==> src/rtl/galaga_lib.sv <==
// galaga_lib: shared constants and types for the Galaga-style game blocks.
//
// Contents:
//   NE, NEM            - enemy ship count and enemy missile slot count
//   NE_W, NEM_W        - index widths for ships and slots
//   XOFF, YOFF         - offset from ship origin to missile spawn point
//   SPEED, YMAX        - missile fall speed per frame and retire line
//   COOLDOWN           - frames a ship is held off after firing
//   coord_t            - 10-bit screen coordinate
//   emissile_t         - one enemy missile slot (active flag + position)
//   wrap_inc()         - ship index + 1, wrapping at NE
package galaga_lib;

  localparam int NE    = 10;
  localparam int NEM   = 4;
  localparam int NE_W  = $clog2(NE);
  localparam int NEM_W = $clog2(NEM);

  typedef logic [9:0] coord_t;

  localparam coord_t     XOFF     = 10'd15;
  localparam coord_t     YOFF     = 10'd20;
  localparam coord_t     SPEED    = 10'd4;
  localparam coord_t     YMAX     = 10'd480;
  localparam logic [5:0] COOLDOWN = 6'd30;

  typedef struct packed {
    logic   active;
    coord_t x;
    coord_t y;
  } emissile_t;

  // Next ship index after i, wrapping from NE-1 back to 0.
  function automatic logic [NE_W-1:0] wrap_inc(input logic [NE_W-1:0] i);
    return (i == NE_W'(NE - 1)) ? '0 : i + NE_W'(1);
  endfunction

endpackage

==> src/rtl/rr_pick.sv <==
// rr_pick: combinational rotating-priority picker.
//
// Returns the first set bit of req, scanning ptr, ptr+1, ... and wrapping
// modulo N. With ptr tied to zero it degenerates to a lowest-index pick.
//
// Ports:
//   req   in  N  request vector
//   ptr   in  W  index that has highest priority this cycle (must be < N)
//   valid out 1  at least one request is set
//   idx   out W  index of the chosen request (0 when valid is low)
module rr_pick #(
  parameter int N = 4,
  parameter int W = (N > 1) ? $clog2(N) : 1
) (
  input  logic [N-1:0] req,
  input  logic [W-1:0] ptr,
  output logic         valid,
  output logic [W-1:0] idx
);

  function automatic logic [W-1:0] wrap(input logic [W-1:0] base, input int off);
    int s;
    s = int'(base) + off;
    if (s >= N) s = s - N;
    return W'(s);
  endfunction

  // Scan from the far end back toward ptr so the candidate nearest ptr is
  // the last one written and therefore wins.
  always_comb begin
    valid = 1'b0;
    idx   = '0;
    for (int k = N - 1; k >= 0; k--) begin
      if (req[wrap(ptr, k)]) begin
        valid = 1'b1;
        idx   = wrap(ptr, k);
      end
    end
  end

endmodule

==> src/rtl/efire_arbiter.sv <==
// efire_arbiter: shares the enemy missile slots among the enemy ships.
//
// Each ship's fire request is edge-detected into a one-bit pending flag.
// Every cycle one pending ship is chosen round-robin and, if a slot is free,
// a missile is launched from that ship into the lowest free slot. Live
// missiles fall SPEED pixels per FrameTick until they reach YMAX or are hit.
//
// Optional feature (macro EFIRE_COOLDOWN_EN): per-ship cooldown counter that
// keeps a ship out of arbitration for COOLDOWN frames after each grant while
// still holding its pending request.
//
// Ports:
//   Clk           in  1       system clock
//   Reset         in  1       asynchronous, active-high reset
//   FrameTick     in  1       one-Clk pulse per video frame
//   FireReq       in  NE      per-ship scheduled fire bit (level)
//   EAlive        in  NE      ship alive flags
//   EShipX/Y      in  10xNE   ship positions
//   MissileHit    in  NEM     per-slot hit, retires the slot
//   FireGrant     out NE      one-hot, one-cycle grant pulse
//   MissileActive out NEM     slot live flags
//   MissileX/Y    out 10xNEM  slot positions
module efire_arbiter
  import galaga_lib::*;
(
  input  logic                  Clk,
  input  logic                  Reset,
  input  logic                  FrameTick,
  input  logic   [NE-1:0]       FireReq,
  input  logic   [NE-1:0]       EAlive,
  input  coord_t [NE-1:0]       EShipX,
  input  coord_t [NE-1:0]       EShipY,
  input  logic   [NEM-1:0]      MissileHit,
  output logic   [NE-1:0]       FireGrant,
  output logic   [NEM-1:0]      MissileActive,
  output coord_t [NEM-1:0]      MissileX,
  output coord_t [NEM-1:0]      MissileY
);

  logic [NE-1:0]   req_prev_q, req_prev_d;
  logic [NE-1:0]   pending_q, pending_d;
  logic [NE-1:0]   grant_q, grant_d;
  logic [NE_W-1:0] rr_ptr_q, rr_ptr_d;
  emissile_t [NEM-1:0] missile_q, missile_d;

  logic [NE-1:0]        eligible;
  logic [NEM-1:0]       slot_free;
  logic [NEM-1:0][10:0] y_sum;
  logic                 win_valid, slot_valid, launch;
  logic [NE_W-1:0]      win_idx;
  logic [NEM_W-1:0]     slot_idx;

`ifdef EFIRE_COOLDOWN_EN
  logic [NE-1:0][5:0] cool_q, cool_d;

  // Ships still cooling down keep their pending bit but sit out arbitration.
  always_comb begin
    for (int i = 0; i < NE; i++) begin
      eligible[i] = pending_q[i] & (cool_q[i] == 6'd0);
    end
  end

  // A grant reloads the counter; otherwise it counts frames down to zero.
  always_comb begin
    for (int i = 0; i < NE; i++) begin
      cool_d[i] = cool_q[i];
      if (grant_d[i]) begin
        cool_d[i] = COOLDOWN;
      end else if (FrameTick && (cool_q[i] != 6'd0)) begin
        cool_d[i] = cool_q[i] - 6'd1;
      end
    end
  end

  always_ff @(posedge Clk or posedge Reset) begin
    if (Reset) begin
      cool_q <= '0;
    end else begin
      cool_q <= cool_d;
    end
  end
`else
  always_comb begin
    eligible = pending_q;
  end
`endif

  always_comb begin
    for (int s = 0; s < NEM; s++) begin
      slot_free[s] = ~missile_q[s].active;
      y_sum[s]     = {1'b0, missile_q[s].y} + {1'b0, SPEED};
    end
  end

  rr_pick #(.N(NE), .W(NE_W)) u_win_pick (
    .req   (eligible),
    .ptr   (rr_ptr_q),
    .valid (win_valid),
    .idx   (win_idx)
  );

  // Fixed-priority use of the same picker: lowest free slot.
  rr_pick #(.N(NEM), .W(NEM_W)) u_slot_pick (
    .req   (slot_free),
    .ptr   ({NEM_W{1'b0}}),
    .valid (slot_valid),
    .idx   (slot_idx)
  );

  assign launch = win_valid & slot_valid;

  // Grant, round-robin pointer and pending bits. Death overrides everything,
  // and a ship being granted drops its pending bit even if a fresh edge
  // arrives at the same time.
  always_comb begin
    req_prev_d = FireReq;
    grant_d    = '0;
    rr_ptr_d   = rr_ptr_q;
    if (launch) begin
      grant_d[win_idx] = 1'b1;
      rr_ptr_d         = wrap_inc(win_idx);
    end
    for (int i = 0; i < NE; i++) begin
      pending_d[i] = pending_q[i];
      if (!EAlive[i]) begin
        pending_d[i] = 1'b0;
      end else if (grant_d[i]) begin
        pending_d[i] = 1'b0;
      end else if (FireReq[i] && !req_prev_q[i]) begin
        pending_d[i] = 1'b1;
      end
    end
  end

  // Missile slots. The launch slot is inactive by construction, so a hit
  // or frame tick aimed at it this cycle has nothing to act on.
  always_comb begin
    missile_d = missile_q;
    for (int s = 0; s < NEM; s++) begin
      if (launch && (slot_idx == NEM_W'(s))) begin
        missile_d[s].active = 1'b1;
        missile_d[s].x      = EShipX[win_idx] + XOFF;
        missile_d[s].y      = EShipY[win_idx] + YOFF;
      end else if (MissileHit[s]) begin
        missile_d[s].active = 1'b0;
      end else if (FrameTick && missile_q[s].active) begin
        if (y_sum[s] >= {1'b0, YMAX}) begin
          missile_d[s].active = 1'b0;
        end else begin
          missile_d[s].y = y_sum[s][9:0];
        end
      end
    end
  end

  always_ff @(posedge Clk or posedge Reset) begin
    if (Reset) begin
      req_prev_q <= '0;
      pending_q  <= '0;
      grant_q    <= '0;
      rr_ptr_q   <= '0;
      missile_q  <= '0;
    end else begin
      req_prev_q <= req_prev_d;
      pending_q  <= pending_d;
      grant_q    <= grant_d;
      rr_ptr_q   <= rr_ptr_d;
      missile_q  <= missile_d;
    end
  end

  always_comb begin
    FireGrant = grant_q;
    for (int s = 0; s < NEM; s++) begin
      MissileActive[s] = missile_q[s].active;
      MissileX[s]      = missile_q[s].x;
      MissileY[s]      = missile_q[s].y;
    end
  end

endmodule

==> config.mk <==
export PLATFORM = sky130hd
export DESIGN_NAME = efire_arbiter
export DESIGN_NICKNAME = d
export VERILOG_FILES = /design/src/rtl/galaga_lib.sv /design/src/rtl/rr_pick.sv /design/src/rtl/efire_arbiter.sv
export SDC_FILE = /design/constraint.sdc
export NUM_CORES = 1
export LEC_CHECK = 0
export BUFFER_PORTS_ARGS = -buffer_cell sky130_fd_sc_hd__clkbuf_2
export CAP_MARGIN = 20
export CORE_UTILIZATION = 45
export CTS_CLUSTER_SIZE = 30
export DETAILED_ROUTE_END_ITERATION = 8
export PLACE_DENSITY = 0.71
export SETUP_SLACK_MARGIN = 0.3
export SKIP_LAST_GASP = 1
export SYNTH_ARGS = -nofsm -noshare
export SYNTH_HDL_FRONTEND = slang
export SYNTH_SLANG_ARGS = --single-unit
==> constraint.sdc <==
create_clock -name Clk -period 14.1 [get_ports Clk]
set_input_delay 2.82 -clock Clk [delete_from_list [all_inputs] [get_ports Clk]]
set_output_delay 2.82 -clock Clk [all_outputs]
set_load 0.05 [all_outputs]
==> results of run 1 <==
state kept, by name, summed over array words and instances (netlist names):
signal and flops:
MissileActive 4, rr_ptr_q 4, FireGrant 10, req_prev_q 10, eligible 10, MissileX 40
MissileY 40
worst paths after layout:
check	depth (start not counted)	from	to
worst max register to register	20	rr_ptr_q[1]	MissileY[8]
min in group asynchronous	2	Reset	req_prev_q[1]
worst min-delay path	2	MissileX[20]	MissileX[20]
worst max-delay path	20	rr_ptr_q[1]	MissileY[8]
worst min register to register	2	MissileX[20]	MissileX[20]
max in group asynchronous	4	Reset	MissileY[30]
cell type report:
cell class,count,share of cell area [%]
clock buffers,17,3.29
multi-input cells,1019,54.8
inverters,30,0.891
well taps,313,3.03
diodes,1,0.0194
clock inverters,15,1.57
flip-flops and latches,118,22.9
repair buffers,337,13.5
kinds of logic (layout without fill, tap and decap cells):
kind of cell	count (synthesis)	count (layout)
and+or+nand+nor	495	495
DFF	118	118
muxes	126	126
xor gates and xnor gates	47	47
adders and majority gates	33	33
other	0	1
buffers and inverters	106	399
AOI/OAI and AO/OA	318	318
metrics by stage:
| step | hold WS [ns] | area, um^2 | utilization, % |
|---|---|---|---|
| 5_1_grt | 0.493 | 12900 | 56.7 |
| 3_5_place_dp | 0.469 | 12300 | 53.8 |
| 6_report | 0.482 | 12900 | 56.7 |
| 3_3_place_gp | 0.464 | 12300 | 53.8 |
| 4_1_cts | 0.483 | 12900 | 56.6 |
| 2_1_floorplan | 0.521 | 10500 | - |
worst max-delay path, cell delays in order (launching register included):
cell       delay [ns]
dfrtp_1          0.90
inv_2            0.36
ha_1             0.89
inv_1            0.39
ha_1             0.42
nor4bb_1         0.28
a221oi_1         0.10
a31o_1           0.25
or4_1            0.56
nand3_1          0.20
o211ai_1         0.40
o211ai_4         0.96
buf_4            0.70
mux2_2           0.41
o2111ai_1        0.24
nand2_1          0.17
ha_1             0.23
nand2b_1         0.16
o2111ai_1        0.21
xor2_1           0.36
o21ai_0          0.13
per-layer routing:
layer	vias up	share of wire, %
li1	5183	-
met1	5413	40
met2	598	49
met3	108	7.1
met4	2	4.6
met5	-	0.032
cells in the final DEF (no fill, tap or decap), types with 9 or more instances in the layout:
cell	instances
clkbuf_16	17
nor2b_1	23
dfrtp_1	118
xor2_1	16
o22ai_1	17
a21o_1	13
a21oi_1	36
or4_1	9
ha_1	32
clkbuf_2	320
o21ai_0	75
o211ai_1	26
nand2_1	198
nor3_1	21
mux2i_1	77
buf_4	16
o221ai_1	10
o2111ai_1	18
or3_1	10
nor2_1	67
nand2b_1	11
o21ai_1	17
a211oi_1	9
mux4_2	10
nand3_1	57
nand4_1	13
xnor2_1	28
nand3b_1	14
mux2_2	32
and2_1	11
and3_1	11
inv_1	26
==> metrics.txt, run 1 <==
status completed; met3 Track Usage GR between 6 and 7%; flops & latches, synth ~120; Post-synth ARST share 100%; I/O pins about 320; synth warn 0; Mean Syn Cell Area roughly 8.4 um^2; DP Cell Count between 1500 and 2000; DRT antenna net count 0; Residual DRC 0; post_cts resized 0; main combinational cell family by area after synthesis simple AND/OR/NAND/NOR gates; grt peak-use layer met2; Simple-Gate Fraction of Synth Area between 20% and 30%; count of unique library cells instantiated by Yosys around 100; initial antenna violation count 2; Total GRT Usage approximately 34%; first-pass GRT wire length 61.2 mm; CTS tree built; dpl ws ~5.6 ns; DR pass1 iterations 7; total grt overflow 0; number of clock buffers inserted by TritonCTS 17; post-DP HPWL between 30 and 40 mm; cell with the most instances after synthesis nand2_1; Worst Tran Pin Value approximately 1.1 ns; CTS Sinks approximately 120; Initial Utilization ~46%; unrepaired setup endpoints after global routing false; post-CTS setup buffer count 0; Hold WC Path Type flop to flop; Die X ~150 um; layout cells sized above 1 just under 30%; CP arrival roughly 8.8 ns; Post-synth EDFFs 0; share of the synthesized area in the top cell type between 20 and 30%; fill count just over 2000; Root Driver clkbuf_16; final setup vio count 0; Critical Path RT around 14 ns; Syn Inst Count between 1000 and 1500; complex-gate fraction of the synthesized area a little over a fifth; Reg clk slew, reported paths around 0.06 ns; mapped cell area ~10000 um^2; row cnt 55; Slew HR approximately 26%; Synth top cells by count nand2_1, dfrtp_1, mux2i_1, o21ai_0, nor2_1; final wirelength around 40 mm; post-synthesis mux area share between 10% and 20%; gp weighted congestion about 1.0; Hold Buf Count CTS 0; CP Capture Type flop; Fin Setup TNS 0 ns; startpoint types flop; Post-Synth XOR/XNOR Area around 4.1%; sequential area share after synthesis roughly 28%; Main synth FF type dfrtp_1; Non-Filler Instances 1850; vias in the first global route 10736; H-tree levels 4; Max Root-Sink Buffers 2; via count about 11000; final net count about 1800; Crit Path Category flop to flop; final hold vios 0; Syn Nets ~1500; input/output buffers 320; Max Slew Vio Count 0; dominant cells by area after synthesis dfrtp_1, mux2i_1, nand2_1; max frequency around 120 MHz; adder-cell share of the synthesized area 4.01%; R2R Setup Slk between 5 and 6 ns; final setup margin between 5 and 6 ns; grt met2 use 57.7%; vias per cell 6.11; Die H 155 um; drt first-iter violations roughly 1100; largest net degree at the start of global routing ~80; clock latency at the later pin of the worst-skew pair 0.43 ns; # Max-Cap Violations 0; Clock Skews around 0.011 ns; multi-input logic area about 7100 um^2; Max Fanout on Critical Path 46; routing usage on met1 40.5%; post-layout minimum cycle time around 8.5 ns; DIE AREA around 24000 um^2; core area roughly 23000 um^2; final period utilization between 60 and 70%; largest area contributor in the netlist dfrtp_1; routed len/inst 21.9 um; Seq. cell area between 2000 and 3000 um^2; synthesis-to-layout area growth 23.2%
Power of run 1 is not shown: default switching activity piles up to over one toggle a cycle in this logic, so the estimate is an artifact.
==> run 2: changes to the inputs <==
--- a/config.mk
+++ b/config.mk
@@ -5,12 +5,13 @@
 export SDC_FILE = /design/constraint.sdc
 export NUM_CORES = 1
 export LEC_CHECK = 0
+export ABC_AREA = 1
 export BUFFER_PORTS_ARGS = -buffer_cell sky130_fd_sc_hd__clkbuf_2
 export CAP_MARGIN = 20
 export CORE_UTILIZATION = 45
 export CTS_CLUSTER_SIZE = 30
 export DETAILED_ROUTE_END_ITERATION = 8
-export PLACE_DENSITY = 0.71
+export PLACE_DENSITY = 0.72
 export SETUP_SLACK_MARGIN = 0.3
 export SKIP_LAST_GASP = 1
 export SYNTH_ARGS = -nofsm -noshare
==> constraint.sdc (replaced) <==
create_clock -name Clk -period 8.8 [get_ports Clk]
set_input_delay 1.76 -clock Clk [delete_from_list [all_inputs] [get_ports Clk]]
set_output_delay 1.76 -clock Clk [all_outputs]
set_load 0.05 [all_outputs]
==> run 2 against run 1 <==
  * Critical path depth is 7 higher
  * Clock-buffer cell count did not move
  * Via count fell by 0.20%
  * Maximum frequency rose by 22%
  * Setup slack got worse by 3.8 ns
  * Final cell count rose by 12%
  * Worst hold slack better by 0.0070 ns
==> metrics.txt, run 2 <==
status completed; startpoint types flop; CTS tree built; fill count 2029; dominant cells by area after synthesis dfrtp_1, nand2_1, nand3_1; final net count around 2000; Max Root-Sink Buffers 2; DIE AREA around 22000 um^2; synthesis-to-layout area growth 25.2%; clock latency at the later pin of the worst-skew pair ~0.43 ns; worst hold start MissileX[27]; Mean Syn Cell Area around 6.5 um^2; Worst Tran Pin Value just over 0.9 ns; Reg-to-Reg End MissileY[26]; DR pass1 iterations 6; core area between 20000 and 25000 um^2; CP Capture Type flop; number of clock buffers inserted by TritonCTS 17; Syn Inst Count around 1500; largest net degree at the start of global routing 65; Critical Path RT 9.16 ns; commonest non-fill, non-tap cell in the layout nand2_1; # Max-Cap Violations 0; Max Slew Vio Count 0; final setup vio count 0; CP Capture Point MissileY[26]; Reg clk slew, reported paths approximately 0.070 ns; mapped cell area just under 10000 um^2; Max Fanout on Critical Path 44; Synth top cells by count nand2_1, inv_1, dfrtp_1, nand3_1, nor2_1; final setup margin about 1.8 ns; I/O pins between 300 and 400; Hold WC Path Type flop to flop; Fin Setup TNS 0 ns; count of unique library cells instantiated by Yosys between 50 and 60; via count roughly 11000; post-DP HPWL between 20 and 30 mm; layout cells sized above 1 between 20% and 30%; drt first-iter violations 950; post-layout minimum cycle time between 6 and 7 ns; Die H ~150 um; Hold Buf Count CTS 0; initial antenna violation count 1; Main synth FF type dfrtp_1; total grt overflow 0; Worst Setup SP rr_ptr_q[0]; Worst Reg2Reg Path Length in Cells 27; multi-input logic area a little under 6000 um^2; Post-synth ARST share 100%; H-tree levels 4; most frequent cells in the layout nand2_1, clkbuf_2, inv_1; Post-synth EDFFs 0; largest area contributor in the netlist dfrtp_1; Initial Utilization between 40% and 50%; gp weighted congestion between 1 and 1.5; post-CTS setup buffer count 0; Reg-to-Reg Start rr_ptr_q[0]; cell with the most instances after synthesis nand2_1; Slew HR between 30% and 40%; final wirelength 37.8 mm; final hold vios 0; CTS Sinks around 120; share of the synthesized area in the top cell type a little under a third; input/output buffers 320; Die X roughly 150 um; synth warn 0; Residual DRC 0; vias in the first global route about 11000; sequential area share after synthesis a little under a third; row cnt between 50 and 60; Clock Skews between 0.01 and 0.015 ns; dpl ws 2.01 ns; CP arrival roughly 7.3 ns; first-pass GRT wire length 57.2 mm; max frequency 144 MHz; post_cts resized 0; Root Driver clkbuf_16; Crit Path Category flop to flop; unrepaired setup endpoints after global routing false; R2R Setup Slk around 1.8 ns; Total GRT Usage ~34%; final period utilization between 70% and 80%; Syn Nets 1737; Seq. cell area ~3000 um^2; DRT antenna net count 0; vias per cell between 5 and 6; flops & latches, synth between 100 and 150; routed len/inst ~18 um
==> run 2: changes by cell type in the layout (fill, tap and decap cells not counted), moves of 19 or more <==
cell | before | now
nand3_1 | 57 | 118
nor2_1 | 67 | 115
nand2_1 | 198 | 497
mux2i_1 | 77 | 2
nor2b_1 | 23 | 0
mux2_2 | 32 | 0
inv_1 | 26 | 142
xnor2_1 | 28 | 9
==> run 2: routing by layer <==
metal	up-vias	part of all wire (%)	GRT usage [%]
met4	0	6.6	23.1
met3	117	6.9	5.71
li1	5405	-	-
met2	561	47	56.4
met1	5198	39	41.2
met5	-	0	0
==> run 2: area by class of cell <==
class	instances	share of cell area, %
inverter	160	5.02
clock inverter	15	1.78
antenna	1	0.0207
multi-input combinational	1154	48.6
timing repair buffer	329	13.8
clock buffer	17	3.51
tap	275	2.84
sequential	118	24.4
==> run 2: kinds of logic (layout without fill, tap and decap cells) <==
kind of cell / Yosys count / in the layout / share of synthesized area (%)
XOR/XNOR: 38 / 38 / 3.75
multiplexers: 2 / 2 / 0.207
AND/OR/NAND/NOR: 853 / 853 / 38.6
other: 0 / 1 / 0
buffers and inverters: 205 / 521 / 8.62
flip-flops: 118 / 118 / 30.5
adder cells (fa/ha/maj): 33 / 33 / 4.35
AO/OA/AOI/OAI: 228 / 228 / 13.9
==> run 2: worst min-delay path by stage <==
| stage | depth (start not counted) | slack (ns) | endpoint |
|---|---|---|---|
| 6_report | 2 | 0.49 | MissileX[27] |
| 2_1_floorplan | 3 | 0.52 | eligible[8] |
| 3_3_place_gp | 2 | 0.47 | MissileX[16] |
| 5_1_grt | 2 | 0.50 | MissileX[24] |
| 4_1_cts | 2 | 0.49 | MissileX[27] |
| 3_5_place_dp | 2 | 0.47 | MissileX[17] |
==> run 2: metrics by stage <==
stage / hold WS, ns / std cells / cell area (um^2) / util (%)
6_report: 0.489 / 2069 / 12100 / 57.6
5_1_grt: 0.501 / 2069 / 12100 / 57.6
4_1_cts: 0.487 / 2068 / 12100 / 57.6
3_5_place_dp: 0.468 / 2036 / 11500 / 54.5
3_3_place_gp: 0.466 / 2036 / 11500 / 54.5
2_1_floorplan: 0.515 / 1477 / 9670 / -
==> run 2: worst max-delay path, stage by stage (launching register included) <==
cell      delay (ns)
dfrtp_1         0.85
inv_1           0.44
ha_1            0.60
inv_2           0.18
ha_1            0.26
nand2_1         0.09
nand2_1         0.05
nand2_1         0.10
xor2_1          0.40
nand2_1         0.10
o211ai_1        0.11
a21o_1          0.18
nand2_1         0.12
o21ai_2         0.52
nand2_4         0.40
inv_6           0.27
nand2_4         0.23
nor2_4          0.44
nand2_1         0.11
nand3_1         0.09
nor2_1          0.06
nor2_2          0.22
ha_1            0.23
nand3b_1        0.11
nand2_1         0.10
xor2_1          0.44
o21ai_1         0.11
nand2_1         0.10
Power of run 2 is left out for the same reason.
